$ cat config.mk
export PLATFORM = sky130hd
export DESIGN_NAME = rgb_pattern_player
export DESIGN_NICKNAME = d
export VERILOG_FILES = /design/src/rtl/rgb_pattern_player.sv
export SDC_FILE = /design/constraint.sdc
export NUM_CORES = 1
export LEC_CHECK = 0
export BUFFER_PORTS_ARGS = -buffer_cell sky130_fd_sc_hd__buf_2
export CAP_MARGIN = 20
export CORE_MARGIN = 5
export CORE_UTILIZATION = 45
export CTS_CLUSTER_DIAMETER = 50
export CTS_CLUSTER_SIZE = 24
export DETAILED_ROUTE_END_ITERATION = 12
export PLACE_DENSITY = 0.64
export SETUP_SLACK_MARGIN = 0.15
export SLEW_MARGIN = 20
export SYNTH_ARGS = -nofsm -noshare
export SYNTH_HDL_FRONTEND = slang
export SYNTH_SLANG_ARGS = --single-unit
export TNS_END_PERCENT = 5
$ cat constraint.sdc
create_clock -name clk -period 5.4 [get_ports clk]
set_input_delay 0.81 -clock clk [delete_from_list [all_inputs] [get_ports clk]]
set_output_delay 0.81 -clock clk [all_outputs]
set_load 0.03 [all_outputs]
$ cat src/rtl/rgb_pattern_player.sv
// Timed RGB LED sequencer: plays a writable {color, dwell} table with
// pause/resume, manual single-step and clear back to idle.
module rgb_pattern_player #(
    parameter int TICK_DIV = 12000,
    parameter int N_STEPS  = 4,
    parameter int DWELL_W  = 8,
    localparam int IW      = $clog2(N_STEPS)
) (
    input  logic               clk,
    input  logic               rst,
    input  logic               run,
    input  logic               step,
    input  logic               clear,
    input  logic               cfg_we,
    input  logic [IW-1:0]      cfg_addr,
    input  logic [2:0]         cfg_color,
    input  logic [DWELL_W-1:0] cfg_dwell,
    output logic [2:0]         rgb,
    output logic               busy,
    output logic [IW-1:0]      step_idx,
    output logic               wrap
);

    localparam int PW = (TICK_DIV > 1) ? $clog2(TICK_DIV) : 1;
    localparam logic [PW-1:0] TICK_LAST = PW'(TICK_DIV - 1);

    typedef enum logic [1:0] {
        S_IDLE  = 2'd0,
        S_PLAY  = 2'd1,
        S_PAUSE = 2'd2
    } state_t;

    state_t             state, state_n;
    logic [IW-1:0]      idx, idx_n, nidx, load_addr;
    logic [DWELL_W-1:0] dwell_cnt, dwell_n, load_dwell;
    logic [PW-1:0]      presc, presc_n;
    logic               wrap_q, wrap_n;
    logic               advance, tick;

    logic [2:0]         color_tbl [N_STEPS];
    logic [DWELL_W-1:0] dwell_tbl [N_STEPS];

    always_ff @(posedge clk) begin
        if (rst) begin
            for (int i = 0; i < N_STEPS; i++) begin
                color_tbl[i] <= (i == 0) ? 3'b100 :
                                (i == 1) ? 3'b010 :
                                (i == 2) ? 3'b001 : 3'b111;
                dwell_tbl[i] <= DWELL_W'(1);
            end
        end else if (cfg_we) begin
            color_tbl[cfg_addr] <= cfg_color;
            dwell_tbl[cfg_addr] <= cfg_dwell;
        end
    end

    always_ff @(posedge clk) begin
        if (rst) begin
            state     <= S_IDLE;
            idx       <= '0;
            dwell_cnt <= '0;
            presc     <= '0;
            wrap_q    <= 1'b0;
        end else begin
            state     <= state_n;
            idx       <= idx_n;
            dwell_cnt <= dwell_n;
            presc     <= presc_n;
            wrap_q    <= wrap_n;
        end
    end

    assign nidx      = idx + 1'b1;
    assign tick      = (presc == TICK_LAST);
    assign load_addr = (state == S_IDLE) ? '0 : nidx;
    // A write landing on the entry being loaded wins over the stored dwell.
    assign load_dwell = (cfg_we && cfg_addr == load_addr) ? cfg_dwell : dwell_tbl[load_addr];

    always_comb begin
        state_n = state;
        idx_n   = idx;
        dwell_n = dwell_cnt;
        presc_n = presc;
        wrap_n  = 1'b0;
        advance = 1'b0;

        case (state)
            S_IDLE: begin
                idx_n   = '0;
                dwell_n = '0;
                presc_n = '0;
                if (run) begin
                    state_n = S_PLAY;
                    dwell_n = load_dwell;
                end
            end
            S_PLAY: begin
                if (step) begin
                    advance = 1'b1;
                end else if (tick) begin
                    presc_n = '0;
                    if (dwell_cnt == DWELL_W'(1))
                        advance = 1'b1;
                    else if (dwell_cnt > DWELL_W'(1))
                        dwell_n = dwell_cnt - 1'b1;
                end else begin
                    presc_n = presc + 1'b1;
                end
                if (!run)
                    state_n = S_PAUSE;
            end
            S_PAUSE: begin
                if (step)
                    advance = 1'b1;
                if (run)
                    state_n = S_PLAY;
            end
            default: state_n = S_IDLE;
        endcase

        if (advance) begin
            idx_n   = nidx;
            dwell_n = load_dwell;
            presc_n = '0;
            wrap_n  = (nidx == '0);
        end

        if (clear) begin
            state_n = S_IDLE;
            idx_n   = '0;
            dwell_n = '0;
            presc_n = '0;
            wrap_n  = 1'b0;
        end
    end

    assign rgb      = (state == S_IDLE) ? 3'b000 : color_tbl[idx];
    assign busy     = (state != S_IDLE);
    assign step_idx = idx;
    assign wrap     = wrap_q;

endmodule

; After elaboration in Yosys (flattened, before gate mapping)
; Memories as Yosys holds them, arrays and structs flattened. A register that Yosys moved wholly into a read port is not among the register bits.
; Cells that the tools add are included.
[word_totals]
ff_bits = 27
ramBits = 44
out_inout_bits = 7
mem_count = 2
[op_classes]
add_sub_neg = 3
magnitude_cmp = 1
n_eq_ne = 12
mux = 36
n_bitwise = 1
reduce_logical = 16
[mem_list]
columns = memory, depth, word_bits, rd, rd_ports_with_merged_regs, write_ports, line_no
row1 = dwell_tbl, 4, 8, 1, 0, 4, 41  ; logic [DWELL_W-1:0] dwell_tbl [N_STEPS];
row2 = color_tbl, 4, 3, 1, 1, 4, 40  ; logic [2:0] color_tbl [N_STEPS];
[ops]
columns = op, n
row1 = two-way mux 8 bit, 8
row2 = two-way mux 14 bit, 2
row3 = case mux 14 bit (2 select lines), 1
row4 = two-way mux 2 bit, 9
row5 = case mux 8 bit (2 select lines), 1
row6 = adder 14 x 1 -> 14 bit (second input constant), 1
row7 = == test 14 bit (second input constant), 1
row8 = inequality test 3 bit (second input constant), 4
row9 = two-way mux 1 bit, 11
row10 = OR reduction 3 bit, 3
row11 = == test 8 x 1 -> 1 bit (second input constant), 1
row12 = > comparator 8 x 1 -> 1 bit (second input constant), 1
row13 = OR reduction 8 bit, 1
row14 = subtractor 8 x 1 -> 8 bit (second input constant), 1
row15 = two-way mux 3 bit, 2
row16 = nonzero test 2 bit, 3
row17 = AND reduction 5 bit, 1
row18 = zero test 2 bit, 2
row19 = inequality test 2 bit (second input constant), 2
row20 = case mux 2 bit (2 select lines), 1
row21 = AND reduction 2 bit, 2
row22 = OR reduction 2 bit, 2
row23 = nonzero test 3 bit, 1
row24 = adder 2 x 1 -> 2 bit (second input constant), 1
row25 = 7 further kinds, 7

; Depth between registers and ports, before layout
[depth]
word_depth = 8
depth_mapped = 10
ltp_nobuf = 8

; Least setup slack after synthesis
; OpenSTA, ideal clock, no wires.
[synth_path]
kind = input port to flip-flop
from = input cfg_addr[1]
to = register dwell_cnt[2]
arrival_ns = 2.195
t_required_ns = 5.281
slack_ns = 3.086
stages = 8
path_buffers = 2
path_cell_list = clkbuf_2 xnor2_1 a31o_2 o21ai_0 buf_2 mux2i_1 nor2_1 o221a_2
[synth_between]
elab_chain_len = 6
[synth_lines]
columns = element, line_no
row1 = start: declaration, 15  ; input logic [IW-1:0] cfg_addr,
row2 = == test 2 bit *, 77  ; assign load_dwell = (cfg_we && cfg_addr == load_addr) ? cfg_dwell : dwell_tbl[load_addr];
row3 = logical AND 1 bit *, 77
row4 = two-way mux 8 bit *, 77
row5 = two-way mux 8 bit, 92  ; if (run) begin
row6 = case mux 8 bit (2 select lines), 87  ; case (state)
row7 = two-way mux 8 bit *, 121  ; if (advance) begin
row8 = end signal: assignment, 67  ; dwell_cnt <= dwell_n;
row9 = end: declaration, 35  ; logic [DWELL_W-1:0] dwell_cnt, dwell_n, load_dwell;
; Every way passes the cells marked *; elsewhere a longest branch is shown, timed or not.
; A chain may end at the register's enable or synchronous reset.

; Worst setup path after layout
[layout_path]
from = register state[1]
to = register dwell_cnt[7]
[layout_between]
elab_chain_len = 8
[layout_lines]
columns = element, line_no
row1 = start: declaration, 33  ; state_t state, state_n;
row2 = start signal: assignment, 65  ; state <= state_n;
row3 = "parallel branches: the longest is 8 deep, another holds memory (4 x 8 bit)", --
; Parallel ways; which one is timed is not known.

==> impl_metrics.tcl <==
set metrics [dict create \
    cp_slowest_stage_delay_ns 0.78 \
    synth.cell_area_um2 3840 \
    synthDistinctLibCells 55 \
    rows 33 \
    power.internal_mw 0.933 \
    die_area_um2 10500 \
    startpoint_type "register" \
    min_period_ns 2.99 \
    synth.yosys.seq_area_share 0.495 \
    clockPowerShare 0.390 \
    endpoint_kind "register" \
    dieWidth_um 102 \
    drt_iter0_drc 246 \
    path_class "reg2reg" \
    firstDrtPassIters 6 \
    synth_edf_count 44 \
    dpl.hpwl_mm 5.92 \
    stdcell_count 498 \
    setup_ws_ns 2.41 \
    path_clk_slew_ns 0.09 \
    routed_wl_mm 8.45 \
    grt_usage 0.173 \
    finalHoldViolations 0 \
    synthFlopType "edfxtp_1" \
    syn_nets 399 \
    synth_seq_cells 73 \
    postLayoutCellArea_um2 4230 \
    core_area_um2 8260 \
    cts_max_level 3 \
    synth.avg_cell_area_um2 10.3 \
    crit_path_max_fanout 16 \
    pre_cts_ws_ns 2.10 \
    period_share 0.554 \
    cts_buffer_depth 2 \
    arrival_ns 3.18 \
    viasPerCell 5.71 \
    synth-async-reset-ratio 0 \
    grt_pass1_vias 2735 \
    hp-class "reg2reg" \
    setup_tns_ns 0 \
    rsz0062_at_grt "no" \
    cts_setup_buffers 0 \
    worst_slew_pin_slew_ns 0.938 \
    final_util 0.512 \
    synth_mux_area_frac 0.0557 \
    p_comb_frac 0.100 \
    drc 0 \
    fin_nets 415 \
    placed_area_um2 4000 \
    hold_slack_ns 0.500 \
    wl_per_cell_um 17.0 \
    cp.required_ns 5.59 \
    drv_cap 0 \
    p_per_area_nw_per_um2 294 \
    critPathMostFrequentCell "inv_1" \
    cts_tree "yes" \
    synth_compound_area_frac 0.153 \
    clock_latency_ns 0.34 \
    start_util 0.465 \
    sequentialPowerShare 0.510 \
    gr-total-overflow 0 \
    grt_start_max_net_pins 21 \
    synthSimpleGateAreaFrac 0.225 \
    status "finished, final reports clean" \
    max-vdd-ir-drop_v 0.000155 \
    die_y_um 102 \
    cts_buffers 9 \
    ant_nets 0 \
    holdBufCountCts 0 \
    switching_share 0.249 \
    synth_top_family_by_area "simple AND/OR/NAND/NOR gates" \
    drive_gt1_frac 0.173 \
    cts_resized 0 \
    skew_ns 0.0101 \
    synth_fa_ha_area_frac 0.0261 \
    place_inst 482 \
    grt_antenna_before_repair 0 \
    yosys_warnings 0 \
    place.gp.congestion 0.835 \
    root_buffer "clkbuf_8" \
    diodes 0 \
    synth-xor-area-share 0.00913 \
    fmax_ghz 0.334 \
    setup_viol 0 \
    grt_pass1_wl_mm 13.9 \
    path_cells "inv_1 -> ha_1 -> inv_1 -> a21oi_1 -> a31oi_1 -> and2_2 -> a32oi_1 -> o22ai_1" \
    portBuffers 25 \
    netlist_instances 372 \
    slew_headroom 0.375 \
    p_total_mw 1.24 \
    syn2layout_area_growth_pct 10.1 \
    p_leak_nw 1.49 \
    crit_slowest_cell "a21oi_1" \
    ios 26 \
    clkSinkCount 73 \
    switchingPower_mw 0.309 \
    drv_slew 0 \
    vias 2843 \
]
[cells in the mapped netlist (3+ instances only)]
cell / count / area (um^2)
edfxtp_1: 44 / 1320
and2_1: 39 / 244
dfxtp_1: 29 / 581
nor2_1: 27 / 101
a21oi_1: 24 / 120
o21ai_0: 20 / 100
nand2_1: 19 / 71.3
nand2b_1: 15 / 93.8
a22oi_1: 13 / 97.6
clkbuf_1: 10 / 37.5
mux2i_1: 9 / 90.1
nor3_1: 9 / 45.0
ha_1: 8 / 100
inv_1: 8 / 30.0
a31oi_1: 6 / 37.5
buf_2: 6 / 30.0
nor3b_1: 6 / 45.0
mux2_2: 5 / 56.3
nor2b_1: 5 / 31.3
o211ai_1: 5 / 37.5
nand4_1: 4 / 25.0
nand4b_1: 4 / 35.0
nor4_1: 4 / 25.0
o22ai_1: 4 / 25.0
or2_2: 4 / 25.0
a311oi_1: 3 / 26.3
mux4_2: 3 / 67.6
[worst paths after layout]
| check | from | endpoint | slack [ns] | cells after the start |
|---|---|---|---|---|
| hold / removal | presc[13]$_SDFFE_PP0P_ | presc[13]$_SDFFE_PP0P_ | 0.50 | 2 |
| hold reg to reg | presc[13]$_SDFFE_PP0P_ | presc[13]$_SDFFE_PP0P_ | 0.50 | 2 |
| setup / recovery | state[1]$_SDFFE_PP0P_ | dwell_cnt[7]$_SDFFE_PP0P_ | 2.41 | 8 |
| setup reg to reg | state[1]$_SDFFE_PP0P_ | dwell_cnt[7]$_SDFFE_PP0P_ | 2.41 | 8 |
[cells by family after synthesis]
kind of cell	after synthesis
xor gates and xnor gates	4
adders and majority gates	8
DFF	73
and+or+nand+nor	151
AOI/OAI and AO/OA	90
muxes	17
buffers and inverters	29
[state kept, by name (all words and copies together), names as in the netlist, named ones only]
register   flops
color_tbl     12
state          2
dwell_cnt      8
dwell_tbl     32
presc         14
wrap           1
step_idx       2
[metal layers]
layer,GRT usage,share of wire
met5,0,0
met4,0.0555,0.0085
met3,0.0294,0.043
met2,0.278,0.48
met1,0.239,0.47
[final cells by class]
cell class              count  area [um^2]
fillers                   773         4030
clock buffers               9          124
inverters                   8         30.0
clock inverters             7          101
well taps                 105          131
repair buffers             26          133
flip-flops and latches     73         1900
multi-input cells         270         1810
[worst max-delay path, delay by kind of cell, from the launching register on]
family | cells | cell delay, ns
compound gates | 4 | 1.35
fa+ha+maj | 1 | 0.49
buf+inv | 2 | 0.33
flops | 1 | 0.35
simple gates | 1 | 0.32
[power groups by stage]
stage          logic (mW)  clock network, mW  registers [mW]
2_1_floorplan      0.0886                  0           0.641
3_3_place_gp        0.121                  0           0.646
3_5_place_dp        0.123                  0           0.647
4_1_cts             0.124              0.494           0.634
5_1_grt             0.138              0.515           0.637
6_report            0.124              0.484           0.634
[cells in the final DEF, fill, tap and decap left out, types with 3 or more instances in the layout]
cell	count
inv_1	8
nand2_1	19
clkbuf_8	9
mux2_2	5
mux2i_1	9
nor3_1	9
nor2b_1	5
nand2b_1	15
a21oi_1	24
ha_1	8
edfxtp_1	44
nor2_1	27
mux4_2	3
and2_1	39
dfxtp_1	29
nand4_1	4
a311oi_1	3
a22oi_1	13
nand4b_1	4
nor4_1	4
buf_2	25
o21ai_0	20
nor3b_1	5
a31oi_1	6
or2_2	4
o22ai_1	4
o211ai_1	5
Note: power is estimated with default switching activity, not from simulation.
